File: src/rtl/bcd_counter_nd_if.sv
// Bus bundle for the multi-digit BCD counter: control strobes, load value and status flags.
interface bcd_counter_nd_if #(
  parameter int DIGITS = 2
);
  logic                  en;
  logic                  up_dn;
  logic                  load;
  logic [4*DIGITS-1:0]   load_val;
  logic [4*DIGITS-1:0]   count;
  logic                  tc;
  logic                  ovf;
  logic                  load_err;

  modport master (
    output en, up_dn, load, load_val,
    input  count, tc, ovf, load_err
  );

  modport slave (
    input  en, up_dn, load, load_val,
    output count, tc, ovf, load_err
  );
endinterface

File: src/rtl/bcd_counter_nd.sv
// Parametrised multi-digit BCD up/down counter with parallel load, wrap or saturate
// at the terminals, a combinational cascade flag and registered overflow/load-error pulses.
module bcd_counter_nd #(
  parameter int DIGITS    = 2,
  parameter int MAX_COUNT = 99,
  parameter int SATURATE  = 0
) (
  input  logic            clk,
  input  logic            reset,
  bcd_counter_nd_if.slave bus
);
  localparam int W = 4 * DIGITS;

  // Decimal to packed BCD, evaluated only at elaboration to build the terminal constant.
  function automatic logic [31:0] toBcd(input int value);
    logic [31:0] r;
    int          v;
    r = '0;
    v = value;
    for (int i = 0; i < 8; i++) begin
      r[4*i +: 4] = 4'(v % 10);
      v = v / 10;
    end
    return r;
  endfunction

  localparam logic [31:0]  MAX_BCD_FULL = toBcd(MAX_COUNT);
  localparam logic [W-1:0] MAX_BCD      = MAX_BCD_FULL[W-1:0];

  logic [W-1:0] countReg;
  logic         ovfReg;
  logic         loadErrReg;
  logic [W-1:0] incVal;
  logic [W-1:0] decVal;
  logic         digitsOk;
  logic         loadOk;
  logic         atMax;
  logic         atZero;

  assign atMax  = (countReg == MAX_BCD);
  assign atZero = (countReg == '0);

  // Ripple the carry and borrow across all digits in one cycle; a 9 rolls to 0 going up, a 0 to 9 going down.
  always_comb begin
    logic carry;
    logic borrow;
    incVal = countReg;
    decVal = countReg;
    carry  = 1'b1;
    borrow = 1'b1;
    for (int i = 0; i < DIGITS; i++) begin
      if (carry) begin
        if (countReg[4*i +: 4] == 4'd9) begin
          incVal[4*i +: 4] = 4'd0;
        end else begin
          incVal[4*i +: 4] = countReg[4*i +: 4] + 4'd1;
          carry = 1'b0;
        end
      end
      if (borrow) begin
        if (countReg[4*i +: 4] == 4'd0) begin
          decVal[4*i +: 4] = 4'd9;
        end else begin
          decVal[4*i +: 4] = countReg[4*i +: 4] - 4'd1;
          borrow = 1'b0;
        end
      end
    end
  end

  // A load is accepted only if every nibble is a decimal digit and the whole word does not exceed the terminal.
  always_comb begin
    digitsOk = 1'b1;
    for (int i = 0; i < DIGITS; i++) begin
      if (bus.load_val[4*i +: 4] > 4'd9) digitsOk = 1'b0;
    end
  end

  assign loadOk = digitsOk && (bus.load_val <= MAX_BCD);

  // Per-edge priority is load, then count, then hold; the flag pulses last exactly one cycle.
  always_ff @(posedge clk or negedge reset) begin
    if (!reset) begin
      countReg   <= '0;
      ovfReg     <= 1'b0;
      loadErrReg <= 1'b0;
    end else if (bus.load) begin
      ovfReg <= 1'b0;
      if (loadOk) begin
        countReg   <= bus.load_val;
        loadErrReg <= 1'b0;
      end else begin
        loadErrReg <= 1'b1;
      end
    end else if (bus.en) begin
      loadErrReg <= 1'b0;
      if (bus.up_dn) begin
        if (atMax) begin
          ovfReg <= 1'b1;
          if (SATURATE == 0) countReg <= '0;
        end else begin
          ovfReg   <= 1'b0;
          countReg <= incVal;
        end
      end else begin
        if (atZero) begin
          ovfReg <= 1'b1;
          if (SATURATE == 0) countReg <= MAX_BCD;
        end else begin
          ovfReg   <= 1'b0;
          countReg <= decVal;
        end
      end
    end else begin
      ovfReg     <= 1'b0;
      loadErrReg <= 1'b0;
    end
  end

  assign bus.count    = countReg;
  assign bus.ovf      = ovfReg;
  assign bus.load_err = loadErrReg;
  assign bus.tc       = bus.en & ~bus.load & (bus.up_dn ? atMax : atZero);
endmodule
File: src/flat_wrapper.sv
// flat-port wrapper written by rule: the top's interface ports become plain ports
module bcd_counter_nd_flat 
#(
  parameter int DIGITS    = 2,
  parameter int MAX_COUNT = 99,
  parameter int SATURATE  = 0
)
  (clk, reset, bus_en, bus_up_dn, bus_load, bus_load_val, bus_count, bus_tc, bus_ovf, bus_load_err);
  bcd_counter_nd_if #(.DIGITS(DIGITS)) bus_i ();
  input  logic clk;
  input  logic reset;
  input wire logic [$bits(bus_i.en)-1:0] bus_en;
  input wire logic [$bits(bus_i.up_dn)-1:0] bus_up_dn;
  input wire logic [$bits(bus_i.load)-1:0] bus_load;
  input wire logic [$bits(bus_i.load_val)-1:0] bus_load_val;
  output wire logic [$bits(bus_i.count)-1:0] bus_count;
  output wire logic [$bits(bus_i.tc)-1:0] bus_tc;
  output wire logic [$bits(bus_i.ovf)-1:0] bus_ovf;
  output wire logic [$bits(bus_i.load_err)-1:0] bus_load_err;
  assign bus_i.en = bus_en;
  assign bus_i.up_dn = bus_up_dn;
  assign bus_i.load = bus_load;
  assign bus_i.load_val = bus_load_val;
  assign bus_count = bus_i.count;
  assign bus_tc = bus_i.tc;
  assign bus_ovf = bus_i.ovf;
  assign bus_load_err = bus_i.load_err;
  bcd_counter_nd #(.DIGITS(DIGITS), .MAX_COUNT(MAX_COUNT), .SATURATE(SATURATE)) u_core (.clk(clk), .reset(reset), .bus(bus_i));
endmodule
File: config.mk
export PLATFORM = sky130hd
export DESIGN_NAME = bcd_counter_nd_flat
export DESIGN_NICKNAME = d
export VERILOG_FILES = /design/src/rtl/bcd_counter_nd_if.sv /design/src/rtl/bcd_counter_nd.sv /design/src/flat_wrapper.sv
export SDC_FILE = /design/constraint.sdc
export NUM_CORES = 1
export LEC_CHECK = 0
export ABC_AREA = 1
export BUFFER_PORTS_ARGS = -buffer_cell sky130_fd_sc_hd__buf_2
export CORE_AREA = 4 4 57 59
export CTS_CLUSTER_SIZE = 24
export DETAILED_ROUTE_END_ITERATION = 7
export DIE_AREA = 0 0 61 63
export MAX_ROUTING_LAYER = met4
export PLACE_DENSITY_LB_ADDON = 0.2
export REMOVE_ABC_BUFFERS = 1
export SETUP_SLACK_MARGIN = 0.5
export SKIP_CTS_REPAIR_TIMING = 1
export SLEW_MARGIN = 20
export SYNTH_ARGS = -nofsm -noshare
export SYNTH_HDL_FRONTEND = slang
export SYNTH_SLANG_ARGS = --single-unit
File: constraint.sdc
create_clock -name clk -period 1.8 [get_ports clk]
set_input_delay 0.36 -clock clk [delete_from_list [all_inputs] [get_ports clk]]
set_output_delay 0.36 -clock clk [all_outputs]
set_load 0.05 [all_outputs]
==> out/metrics.cfg, run 1 <==
[worst_setup_path]
origin_of_the_critical_flop_to_flop_path=u_core.bus.count[4]
worstSetupStartpointType=flop
cp_data_required_time_ns=1.44
worstSetupPathType=reg2out
timing.critical_path.from=u_core.bus.count[4]
worst-path-max-fanout=5
critical_path_arrival_ns=1.60
critical_path.endpoint_type=primary output

[clock_network]
clk_pin_slew_ns=0.06
ctsRootBufferMaster=sky130_fd_sc_hd__clkbuf_4
cts.sink_count=10
cts_max_path_buffers=2
cts_max_level=1
cts_inserted_buffers=3
tritoncts=done
insertion_delay_ns=0.26

[power]
power.static_leakage_nw=0.757
power_density_nw_per_um2=1120
report.power.total_mw=1.61
worst_vdd_ir_mv=0.768

[timing]
final_critical_path_time_including_i_o_delays_and_setup_ns=1.96
timing.final.max_slew_violations=0
fin_ws_ns=-0.156
final_min_period_over_clock_period_pct=109
worst_margin_slew_ns=0.380
maxClockFrequency_mhz=511
setup_tns_ns=-0.156
worst_slew_margin_rel_pct=74.7
setup_viol_count_final=1
timing_hold_violations_final=0
fin_worst_hold_slack_ns=0.382
timing.clock.skew_ns=0.00306
rsz_0062_raised_after_global_routing=yes

[global_routing]
grt_pass1_vias=933
gr-usage-met1_pct=18.5
antenna_found_initial=0
grt_max_degree=12
grt_pass1_wl_um=4050
grt.met3_usage_pct=1.65
grt.total_usage_pct=14.0
grt-busiest-layer=met2
globalRouteMet2Util_pct=21.7
grt.overflow.total=0

[synthesis]
syn-mean-instance-area_um2=6.76
synthesis.yosys.warnings=0
mappedNetlistArea_um2=920
post_synthesis_sequential_area_ratio_pct=27.2
synth.lib_cells_used.distinct=23
yosys_register_bits=10
gate_count_of_the_mapped_netlist=136

[final_layout]
share_of_post_route_cells_with_drive_strength_above_1_pct=47.8
area_growth_pct=56.7
layout.cells.most_common_list=40 x sky130_fd_sc_hd__nand2_1, 15 x sky130_fd_sc_hd__buf_4, 13 x sky130_fd_sc_hd__buf_2
num-nets-final=200
most_common_cell_after_layout_fill_and_taps_aside=sky130_fd_sc_hd__nand2_1
insertedDiodeCount=0

[place]
place.port_buffers=23
gp_routability_congestion=0.871
place_ws_ns=0.0922
dp_hpwl_um=1980

[floorplan]
die_height_um=63
chipWidth_um=61
floorplan.initialDensity_pct=33.9
fp.coreArea_um2=2710
fp.dieArea_um2=3840
ios=24
placement_rows=19

[detailed_routing]
drt_pre_antenna_iters=4
wl_um=2700
route.detailed.drc=0
dr_total_vias=1042
first_iter_violations=29
post_drt_wl_per_cell_um=12.7
avgViaCountPerCell=4.89
number_of_antenna_violating_nets_in_the_routed_design=0

[run]
drv.max_cap_violation_count=0

[min_path]
hold_path_startpoint=bus_load_val[1]
hp-class=in2reg

[outcome]
status=finished, violations left
violations_in_the_final_reports=setup timing

worst max-delay path: stages, from the launching register on:
cell	delay (ns)
sky130_fd_sc_hd__dfrtp_2	0.44
sky130_fd_sc_hd__inv_2	0.09
sky130_fd_sc_hd__ha_4	0.13
sky130_fd_sc_hd__nand4_1	0.11
sky130_fd_sc_hd__o21a_1	0.23
sky130_fd_sc_hd__nor2_1	0.15
sky130_fd_sc_hd__buf_6	0.18
final cells by class:
cell class	instances	area, um2
fillers	254	1270
multi-input cells	109	687
repair buffers	44	372
flip-flops and latches	10	256
inverters	16	65.1
well taps	31	38.8
clock buffers	3	22.5
power by group:
| part | switching [mW] | internal [mW] |
|---|---|---|
| registers | 0.0865 | 0.283 |
| logic | 0.613 | 0.475 |
| clock network | 0.0771 | 0.0773 |
worst paths after layout:
path	end	cells past startpoint	slack, ns
setup / recovery	bus_tc	6	-0.16
hold / removal	u_core.bus.load_err	3	0.38
setup reg to reg	u_core.bus.count[5]	8	0.37
max in group asynchronous	u_core.bus.count[4]	2	1.10
hold reg to reg	u_core.bus.count[4]	2	0.59
min in group asynchronous	u_core.bus.count[3]	2	0.49
flip-flops by register name, summed over array words and instances (netlist names):
name,count
u_core.bus.count,8
u_core.bus.load_err,1
u_core.bus.ovf,1
per-stage QoR:
step / cell area (um2) / util [%] / cells
final: 1440 / 53.2 / 213
after global routing: 1440 / 53.2 / 213
after CTS: 1150 / 42.5 / 201
after detailed placement: 1130 / 41.7 / 198
after global placement: 1130 / 41.7 / 198
after floorplan: 908 / - / 135
synth_stat cells, drive strengths merged:
cell / count / area [um2]
buf: 1 / 11.3
or2: 2 / 15.0
o21bai: 1 / 18.8
nand4: 6 / 37.5
o21a: 1 / 7.51
nand2: 53 / 251
nand3: 19 / 113
clkinv: 1 / 3.75
ha: 3 / 37.5
a21oi: 2 / 10.0
o21ai: 6 / 30.0
xor2: 1 / 8.76
inv: 15 / 56.3
dfrtp: 10 / 250
nor2: 15 / 68.8
cells by family (layout without fill, tap and decap cells):
group                      count (synthesis)  in the layout  synth area share [%]
buffers and inverters                     17             63                  7.75
xor gates and xnor gates                   1              1                 0.953
and+or+nand+nor                           95             95                  52.8
adders and majority gates                  3              3                  4.08
DFF                                       10             10                  27.2
AOI/OAI and AO/OA                         10             10                  7.21
routing by layer:
| layer | vias up | share of wire, % |
|---|---|---|
| li1 | 536 | - |
| met1 | 479 | 44 |
| met2 | 23 | 51 |
| met3 | 4 | 4.3 |
| met4 | 0 | 0.89 |
| met5 | - | 0 |
Note: power is estimated with default switching activity, not from simulation.
==> run 2: changes to the inputs <==
--- a/constraint.sdc
+++ b/constraint.sdc
@@ -3,2 +3,2 @@
 set_output_delay 0.36 -clock clk [all_outputs]
-set_load 0.05 [all_outputs]
+set_load 0.005 [all_outputs]
==> run 2 against run 1 <==
The run still ends with setup timing left; register-to-register slack got worse by 0.07 ns; cell count fell by 4.2%; sequential power barely moved; clock-buffer cell count did not move.
==> out/metrics.cfg, run 2 (same netlist as run 1, synthesis figures left out) <==
[worst_setup_path]
cpPeakStageDelay_ns=0.40
worstSetupStartpointType=flop
crit_path_cell_trace=inv_2 > ha_4 > nand4_1 > o21a_1 > nor2_1 > buf_2
critical_path_arrival_ns=1.51
worst-path-max-fanout=6
critical_path.endpoint_type=primary output
cp_data_required_time_ns=1.44
worstSetupPathType=reg2out
cp_slowest_cell=sky130_fd_sc_hd__dfrtp_1

[detailed_routing]
avgViaCountPerCell=4.90
route.detailed.drc=0
dr_total_vias=1000
post_drt_wl_per_cell_um=12.9
wl_um=2640
first_iter_violations=15
number_of_antenna_violating_nets_in_the_routed_design=0
drt_pre_antenna_iters=4

[timing]
setup_tns_ns=-0.0679
setup_viol_count_final=1
final_min_period_over_clock_period_pct=104
timing.final.max_slew_violations=0
worst_slew_margin_rel_pct=77.5
final_critical_path_time_including_i_o_delays_and_setup_ns=1.87
timing.clock.skew_ns=0.00658
fin_worst_hold_slack_ns=0.354
maxClockFrequency_mhz=535
worst_margin_slew_ns=0.337
timing_hold_violations_final=0
rsz_0062_raised_after_global_routing=yes
fin_ws_ns=-0.0679

[outcome]
violations_in_the_final_reports=setup timing
status=finished, violations left

[power]
power.share.sequential_pct=29.4
p_comb_share_pct=57.5
power_density_nw_per_um2=978
power.static_leakage_nw=0.692
net-switching-power_uw=567
power.share.clock_pct=13.1
internal_power_uw=697
switching_share_pct=44.8
worst_vdd_ir_mv=0.563

[global_routing]
grt.total_usage_pct=14.5
globalRouteMet2Util_pct=20.7
antenna_found_initial=0
gr-usage-met1_pct=19.1
grt_pass1_wl_um=4060
grt_max_degree=12
grt-busiest-layer=met2
grt_pass1_vias=902
grt.met3_usage_pct=2.48
grt.overflow.total=0

[floorplan]
ios=24
die_height_um=63
fp.dieArea_um2=3840
floorplan.initialDensity_pct=33.9
placement_rows=19
chipWidth_um=61
fp.coreArea_um2=2710

[place]
place_ws_ns=0.143
dp_hpwl_um=1840
gp_routability_congestion=0.955
place.port_buffers=23

[clock_network]
ctsRootBufferMaster=sky130_fd_sc_hd__clkbuf_4
cts.sink_count=10
cts_max_path_buffers=2
tritoncts=done
cts_max_level=1
clk_pin_slew_ns=0.07
insertion_delay_ns=0.28
cts_inserted_buffers=3

[final_layout]
most_common_cell_after_layout_fill_and_taps_aside=sky130_fd_sc_hd__nand2_1
num-nets-final=191
share_of_post_route_cells_with_drive_strength_above_1_pct=39.9
insertedDiodeCount=0
final.fill_count=263
largest_register_ff_count=8
area_growth_pct=40.5
layout.cells.most_common_list=42 x sky130_fd_sc_hd__nand2_1, 21 x sky130_fd_sc_hd__buf_2, 16 x sky130_fd_sc_hd__nand3_1

[min_path]
hp-class=in2reg

[run]
drv.max_cap_violation_count=0

-- run 2: cell types whose count changed in the layout (fill, tap and decap cells not counted), moves of 3 or more --
cell,delta
sky130_fd_sc_hd__buf_2,+8
sky130_fd_sc_hd__buf_4,-8
sky130_fd_sc_hd__buf_8,-6
sky130_fd_sc_hd__nand3_1,+4
sky130_fd_sc_hd__nand3_2,-4
sky130_fd_sc_hd__inv_1,+3
-- run 2: layout make-up --
| class | count | area (um2) | share of cell area [%] |
|---|---|---|---|
| repair buffers | 35 | 235 | 18.2 |
| inverters | 16 | 60.1 | 4.65 |
| clock buffers | 3 | 22.5 | 1.74 |
| flip-flops and latches | 10 | 255 | 19.7 |
| multi-input cells | 109 | 681 | 52.7 |
| well taps | 31 | 38.8 | 3.00 |
-- run 2: metal layers --
layer	vias to the layer above	wire length (um)
met5	-	0
met4	0	61
met3	5	122
met2	25	1270
met1	458	1190
li1	512	-
-- run 2: final timing paths --
kind / start / to / slack, ns / depth (start not counted)
hold reg to reg: u_core.bus.count[2] / u_core.bus.count[2] / 0.56 / 2
setup / recovery: u_core.bus.count[5] / bus_tc / -0.07 / 6
setup reg to reg: u_core.bus.count[4] / u_core.bus.count[5] / 0.30 / 8
min in group asynchronous: reset / u_core.bus.count[7] / 0.48 / 2
hold / removal: bus_load_val[7] / u_core.bus.load_err / 0.35 / 3
max in group asynchronous: reset / u_core.bus.count[2] / 1.10 / 2
-- run 2: power by group through the flow --
stage / combinational [mW] / clock, mW / sequential [mW]
floorplan: 0.336 / 0 / 0.358
global placement: 0.532 / 0 / 0.349
detailed placement: 0.533 / 0 / 0.350
CTS: 0.536 / 0.168 / 0.346
global route: 0.802 / 0.178 / 0.386
finish: 0.726 / 0.165 / 0.372
-- run 2: metrics by stage --
step	util (%)	total power [mW]	cells	cell area, um2
floorplan	-	0.694	135	908
global placement	40.0	0.881	192	1080
detailed placement	40.0	0.883	192	1080
CTS	40.9	1.05	195	1110
global route	47.7	1.37	204	1290
finish	47.7	1.26	204	1290
-- run 2: critical path: cells and delay by family (launching register included) --
| kind | cells | cell delay, ns |
|---|---|---|
| simple gates | 2 | 0.19 |
| flops | 1 | 0.40 |
| buf+inv | 2 | 0.25 |
| fa+ha+maj | 1 | 0.17 |
| compound gates | 1 | 0.21 |
